==> src/rtl/spi_pkg.sv <==
// spi_pkg: shared SPI types and defaults for the master and slave blocks.
package spi_pkg;
   typedef enum logic {IDLE, ACTIVE} slave_state_t;
   localparam int DATA_W_DEF = 8;
   localparam logic [7:0] DUMMY_DEF = 8'hFF;
endpackage

==> src/rtl/spi_pin_sync.sv <==
// spi_pin_sync: multi-flop pin synchronizer with rise/fall pulse detection.
module spi_pin_sync #(
   parameter int STAGES = 2,
   parameter logic INIT = 1'b0
) (
   input  logic clk,
   input  logic rst,
   input  logic d,
   output logic q,
   output logic rise,
   output logic fall
);
   logic [STAGES-1:0] sync;
   logic prev;
   always_ff @(posedge clk or posedge rst)
      if (rst) begin
         sync <= {STAGES{INIT}};
         prev <= INIT;
      end else begin
         sync <= {sync[STAGES-2:0], d};
         prev <= sync[STAGES-1];
      end
   assign q = sync[STAGES-1];
   assign rise = q & ~prev;
   assign fall = ~q & prev;
endmodule

==> src/rtl/spi_slave.sv <==
// spi_slave: SPI mode-0 responder with oversampled pins, rx strobe and a
// valid/ready tx shadow register feeding the miso shifter.
module spi_slave
   import spi_pkg::*;
#(
   parameter int DATA_W = DATA_W_DEF,
   parameter logic [DATA_W-1:0] DUMMY = DATA_W'(DUMMY_DEF),
   parameter int SYNC_STAGES = 2
) (
   input  logic              clk,
   input  logic              rst,
   input  logic              sclk,
   input  logic              ss,
   input  logic              mosi,
   output logic              miso,
   output logic              miso_oe,
   input  logic [DATA_W-1:0] tx_data,
   input  logic              tx_valid,
   output logic              tx_ready,
   output logic [DATA_W-1:0] rx_data,
   output logic              rx_valid,
   output logic              underrun,
   output logic              frame_abort,
   output logic              busy
);
   localparam int CW = $clog2(DATA_W);
   localparam int WW = $clog2(SYNC_STAGES + 1) + 1;
   localparam logic [CW-1:0] LAST = CW'(DATA_W - 1);
   slave_state_t state, state_nxt;
   logic sclk_level_unused, s_rise, s_fall, ss_q, ss_rise, ss_fall, mosi_q;
   logic [SYNC_STAGES-1:0] mosi_sync;
   logic [WW-1:0] warm;
   logic armed, start, pending, word_done, shadow_full;
   logic [CW-1:0] bit_cnt;
   logic [DATA_W-1:0] rx_shift, tx_shift, shadow, next_word;

   spi_pin_sync #(.STAGES(SYNC_STAGES), .INIT(1'b0)) u_sclk (
      .clk(clk), .rst(rst), .d(sclk), .q(sclk_level_unused), .rise(s_rise), .fall(s_fall));
   spi_pin_sync #(.STAGES(SYNC_STAGES), .INIT(1'b1)) u_ss (
      .clk(clk), .rst(rst), .d(ss), .q(ss_q), .rise(ss_rise), .fall(ss_fall));

   assign mosi_q = mosi_sync[SYNC_STAGES-1];
   // Only a fall seen after ss was observed high post-reset may open a frame.
   assign start = ss_fall & armed;
   assign next_word = shadow_full ? shadow : DUMMY;
   assign tx_ready = ~shadow_full;
   assign busy = state == ACTIVE;
   assign miso_oe = ~ss_q;

   always_ff @(posedge clk or posedge rst)
      if (rst) state <= IDLE;
      else state <= state_nxt;

   always_comb
      state_nxt = state == IDLE ? (start ? ACTIVE : IDLE) : (ss_rise ? IDLE : ACTIVE);

   always_ff @(posedge clk or posedge rst)
      if (rst) begin
         mosi_sync <= '0;
         warm <= '0;
         armed <= 1'b0;
         bit_cnt <= '0;
         pending <= 1'b0;
         word_done <= 1'b0;
         rx_shift <= '0;
         tx_shift <= '0;
         shadow <= '0;
         shadow_full <= 1'b0;
         rx_data <= '0;
         rx_valid <= 1'b0;
         underrun <= 1'b0;
         frame_abort <= 1'b0;
         miso <= 1'b0;
      end else begin
         mosi_sync <= {mosi_sync[SYNC_STAGES-2:0], mosi};
         if (warm != WW'(SYNC_STAGES)) warm <= warm + 1'b1;
         else if (ss_q) armed <= 1'b1;
         rx_valid <= word_done;
         word_done <= 1'b0;
         if (word_done) rx_data <= rx_shift;
         underrun <= 1'b0;
         frame_abort <= 1'b0;
         if (tx_valid && !shadow_full) begin
            shadow <= tx_data;
            shadow_full <= 1'b1;
         end
         if (state == IDLE) begin
            if (start) begin
               bit_cnt <= '0;
               pending <= 1'b0;
               tx_shift <= next_word;
               miso <= next_word[DATA_W-1];
               underrun <= ~shadow_full;
               if (shadow_full) shadow_full <= 1'b0;
            end
         end else if (ss_rise) begin
            miso <= 1'b0;
            bit_cnt <= '0;
            pending <= 1'b0;
            frame_abort <= bit_cnt != '0;
         end else begin
            if (s_rise) begin
               rx_shift <= {rx_shift[DATA_W-2:0], mosi_q};
               bit_cnt <= bit_cnt == LAST ? '0 : bit_cnt + 1'b1;
               if (bit_cnt == LAST) begin
                  word_done <= 1'b1;
                  pending <= 1'b1;
               end
            end
            if (s_fall) begin
               if (pending) begin
                  pending <= 1'b0;
                  tx_shift <= next_word;
                  miso <= next_word[DATA_W-1];
                  underrun <= ~shadow_full;
                  if (shadow_full) shadow_full <= 1'b0;
               end else begin
                  tx_shift <= tx_shift << 1;
                  miso <= tx_shift[DATA_W-2];
               end
            end
         end
      end
endmodule

==> config.mk <==
export PLATFORM = sky130hd
export DESIGN_NAME = spi_slave
export DESIGN_NICKNAME = d
export VERILOG_FILES = /design/src/rtl/spi_pkg.sv /design/src/rtl/spi_pin_sync.sv /design/src/rtl/spi_slave.sv
export SDC_FILE = /design/constraint.sdc
export NUM_CORES = 1
export LEC_CHECK = 0
export BUFFER_PORTS_ARGS = -buffer_cell sky130_fd_sc_hd__buf_2
export CORE_MARGIN = 2
export CORE_UTILIZATION = 48
export CTS_CLUSTER_SIZE = 40
export DETAILED_ROUTE_END_ITERATION = 16
export GPL_TIMING_DRIVEN = 0
export PLACE_DENSITY_LB_ADDON = 0.05
export SYNTH_ARGS = -nofsm -noshare
export SYNTH_HDL_FRONTEND = slang
export SYNTH_HIERARCHICAL = 1
export SYNTH_SLANG_ARGS = --single-unit
==> constraint.sdc <==
create_clock -name clk -period 2 [get_ports clk]
set_input_delay 0.4 -clock clk [delete_from_list [all_inputs] [get_ports clk]]
set_output_delay 0.4 -clock clk [all_outputs]
set_load 0.005 [all_outputs]
==> flow_summary.rst <==
.. list-table::
   :header-rows: 1

   * - Metric
     - Value
   * - Number of antenna violations at the first check in global routing
     - 0
   * - Die Span X
     - between 70 and 80 um
   * - Unrepaired setup endpoints after global routing
     - false
   * - Antenna Violating Nets Remaining
     - 0
   * - Hold Buf Count CTS
     - 1
   * - Average cell area after synthesis
     - 14.3 um2
   * - Layout overhead on the synthesized area
     - 15.2%
   * - Clock Root Buffer
     - sky130_fd_sc_hd__clkbuf_8
   * - Routed wire length
     - between 3000 and 4000 um
   * - Critical path capture point type
     - flop
   * - Setup crit start
     - u_ss/sync[1]
   * - Share of cells above drive strength 1
     - between 40% and 50%
   * - IO buf count
     - 28
   * - Max-capacitance violation count
     - 0
   * - Final period demand of the worst path
     - roughly 1.9 ns
   * - DR WL/cell
     - around 14 um
   * - Global-route wire length before repair
     - 6040 um
   * - Number of enable flip-flop cells after synthesis
     - 0
   * - Synth Warn #
     - 6
   * - Number of synthesized register bits
     - 54
   * - Worst-path maximum fanout
     - 7
   * - Count of vias placed by the detailed router
     - approximately 1300
   * - Final count of pins violating max slew
     - 0
   * - Most frequent cells in the layout
     - 51 x sky130_fd_sc_hd__dfrtp_1, 31 x sky130_fd_sc_hd__mux2_2, 29 x sky130_fd_sc_hd__buf_2
   * - Ports
     - 29
   * - PD cells
     - about 1100 nW/um2
   * - Post-CTS setup-driven buffer insertion count
     - 0
   * - Fraction of the yosys area taken by sequential cells
     - approximately 60%
   * - Net count of the mapped netlist
     - between 150 and 200
   * - Final count of hold timing violations
     - 0
   * - Final routed DRC violation total
     - 0
   * - Clock tree from TritonCTS
     - built
   * - Critical path class
     - flop to flop
   * - Clock buffers created by TritonCTS
     - 5
   * - Static leakage power
     - 1.30 nW
   * - Required time worst endpoint
     - 2.19 ns
   * - Clock latency on the worst-skew pair
     - ~0.30 ns
   * - Final global-route overflow total
     - 0
   * - Half-perimeter wire length after placement
     - 2630 um
   * - Highest ir drop seen on vdd
     - approximately 490 uV
   * - Slew at the pin with the worst max-slew slack
     - about 0.49 ns
   * - Most frequent standard cell in the layout excluding fill and tap cells
     - sky130_fd_sc_hd__dfrtp_1
   * - Min-delay worst type
     - primary input to flop
   * - Maximum clock skew at final layout
     - around 0.0039 ns
   * - Total of fill cells in the finished design
     - about 390
   * - Core Box Area
     - roughly 4400 um2
   * - Hold Slack
     - around 0.19 ns
   * - Floorplan die height
     - approximately 73 um
   * - Startpoint Class
     - flop
   * - All-layer global routing usage
     - 15.1%
   * - Main synth FF type
     - sky130_fd_sc_hd__dfrtp_1
   * - Via count of the first global-routing pass
     - roughly 1400
   * - First-pass DRT Iterations
     - 4
   * - Largest net degree at the start of global routing
     - 39
   * - Fmax
     - around 540 MHz
   * - Proportion of synthesized flip-flops having asynchronous set or reset
     - 100%
   * - Netlist area before placement
     - 2260 um2
   * - Area of the die
     - ~5300 um2
   * - Initial Utilization
     - between 50% and 60%
   * - Setup TNS after final layout
     - 0 ns
   * - Final weighted congestion of routability-driven global placement
     - 0.705
   * - Site row count
     - 24
   * - Total of endpoints with negative setup slack in the final report
     - 0
   * - Tightest slew margin relative to the limit
     - 67.2%
   * - Maximum clock path buffer count
     - 2
   * - Startpoint of the worst register-to-register path
     - u_ss/sync[1]
   * - Via count normalized by instance count
     - between 5 and 6
   * - # resized after CTS
     - 0
   * - Clock input transition at the sequential cells of the worst setup and hold paths
     - 0.09 ns
   * - End-of-flow core utilization
     - 58.6%
   * - Data arrival, critical path
     - around 2.1 ns
   * - CTS sink count
     - 54
   * - Outcome
     - finished clean
   * - Origin of the worst min-delay path
     - ss
   * - Post-synth cell types
     - 30
   * - Detailed router's first-iteration violation count
     - between 70 and 80
   * - Number of levels in the clock H-tree
     - 2
   * - Number of nets in the finished design
     - about 210
   * - Final cycle utilization of the critical path
     - between 90% and 100%
   * - Diodes inserted
     - 0
   * - Post-Syn Instances
     - around 160
## state kept, by name (all words and copies together), names as in the netlist, 2 cells and up
| register | count |
|---|---|
| rx_data | 8 |
| rx_shift | 8 |
| shadow | 8 |
| tx_shift | 7 |
| bit_cnt | 3 |
| warm | 3 |
| mosi_sync | 2 |
| u_sclk/sync | 2 |
| u_ss/sync | 2 |
## worst paths after layout
kind / cells past startpoint / slack [ns] / to
setup / recovery: 5 / 0.14 / tx_shift[5]
hold / removal: 1 / 0.19 / u_ss/sync[0]
setup reg to reg: 5 / 0.14 / tx_shift[5]
hold reg to reg: 0 / 0.35 / mosi_sync[1]
max in group asynchronous: 4 / 0.95 / busy
min in group asynchronous: 3 / 0.52 / u_sclk/sync[0]
## cells by family (layout without fill, tap and decap cells)
| family | Yosys count | in the layout | synth area share, % |
|---|---|---|---|
| fa+ha+maj | 5 | 5 | 2.77 |
| simple gates | 28 | 28 | 8.31 |
| buf+inv | 15 | 53 | 3.54 |
| flops | 54 | 54 | 60.0 |
| xor+xnor | 1 | 1 | 0.388 |
| mux | 39 | 39 | 20.3 |
| compound gates | 16 | 16 | 4.71 |
## layout make-up
class	instances	area [um2]	area share, %
multi-input combinational	89	825	31.7
clock inverter	3	40.0	1.54
sequential	54	1360	52.0
tap	52	65.1	2.50
clock buffer	5	68.8	2.64
buffer	5	42.5	1.63
timing repair buffer	30	170	6.54
inverter	10	37.5	1.44
## power by group
group	switching (mW)	internal [mW]
Combinational	0.247	0.444
Sequential	0.163	1.35
Clock	0.336	0.369
Total	0.746	2.17
## critical path, stage by stage (launching register included)
cell and delay (ns):
sky130_fd_sc_hd__dfstp_2 0.57, sky130_fd_sc_hd__nor2b_1 0.29, sky130_fd_sc_hd__and2b_4 0.26, sky130_fd_sc_hd__a21o_1 0.19, sky130_fd_sc_hd__buf_6 0.14, sky130_fd_sc_hd__mux2_4 0.29
## per-stage QoR
| stage | power, mW | std cells | area, um2 | worst slack, ns |
|---|---|---|---|---|
| final | 2.91 | 248 | 2600 | 0.141 |
| after global routing | 3.11 | 248 | 2600 | 0.0331 |
| after CTS | 2.96 | 248 | 2600 | 0.147 |
| after detailed placement | 2.24 | 239 | 2480 | 0.163 |
| after global placement | 2.18 | 238 | 2460 | -0.0535 |
| after floorplan | 2.05 | 158 | 2260 | 0.303 |
## cells in the mapped netlist, types with 2 or more instances
cell type / instances / area share, %
sky130_fd_sc_hd__dfrtp_1: 51 / 56
sky130_fd_sc_hd__mux2_2: 31 / 15
sky130_fd_sc_hd__inv_1: 10 / 1.7
sky130_fd_sc_hd__mux2_4: 6 / 4.0
sky130_fd_sc_hd__ha_1: 5 / 2.8
sky130_fd_sc_hd__nand2b_1: 5 / 1.4
sky130_fd_sc_hd__or2b_1: 5 / 1.7
sky130_fd_sc_hd__a21o_1: 4 / 1.3
sky130_fd_sc_hd__nor2b_1: 4 / 1.1
sky130_fd_sc_hd__a21oi_1: 3 / 0.66
sky130_fd_sc_hd__a31oi_1: 3 / 0.83
sky130_fd_sc_hd__buf_6: 3 / 1.5
sky130_fd_sc_hd__dfstp_2: 3 / 3.5
sky130_fd_sc_hd__o21ai_0: 3 / 0.66
sky130_fd_sc_hd__and2_1: 2 / 0.55
sky130_fd_sc_hd__and2b_2: 2 / 0.78
sky130_fd_sc_hd__mux2i_1: 2 / 0.89
sky130_fd_sc_hd__nand2_1: 2 / 0.33
sky130_fd_sc_hd__nand3b_1: 2 / 0.66
sky130_fd_sc_hd__nor2_1: 2 / 0.33
## routing by layer
layer / wire length (um) / vias to the layer above / GRT usage, % / share of wire [%]
li1: - / 607 / - / -
met1: 1550 / 652 / 18.3 / 44
met2: 1810 / 27 / 26.0 / 52
met3: 142 / 2 / 4.97 / 4.0
met4: 17 / 0 / 4.32 / 0.48
met5: 0 / - / 0 / 0
Power figures use the tool's default switching activity.
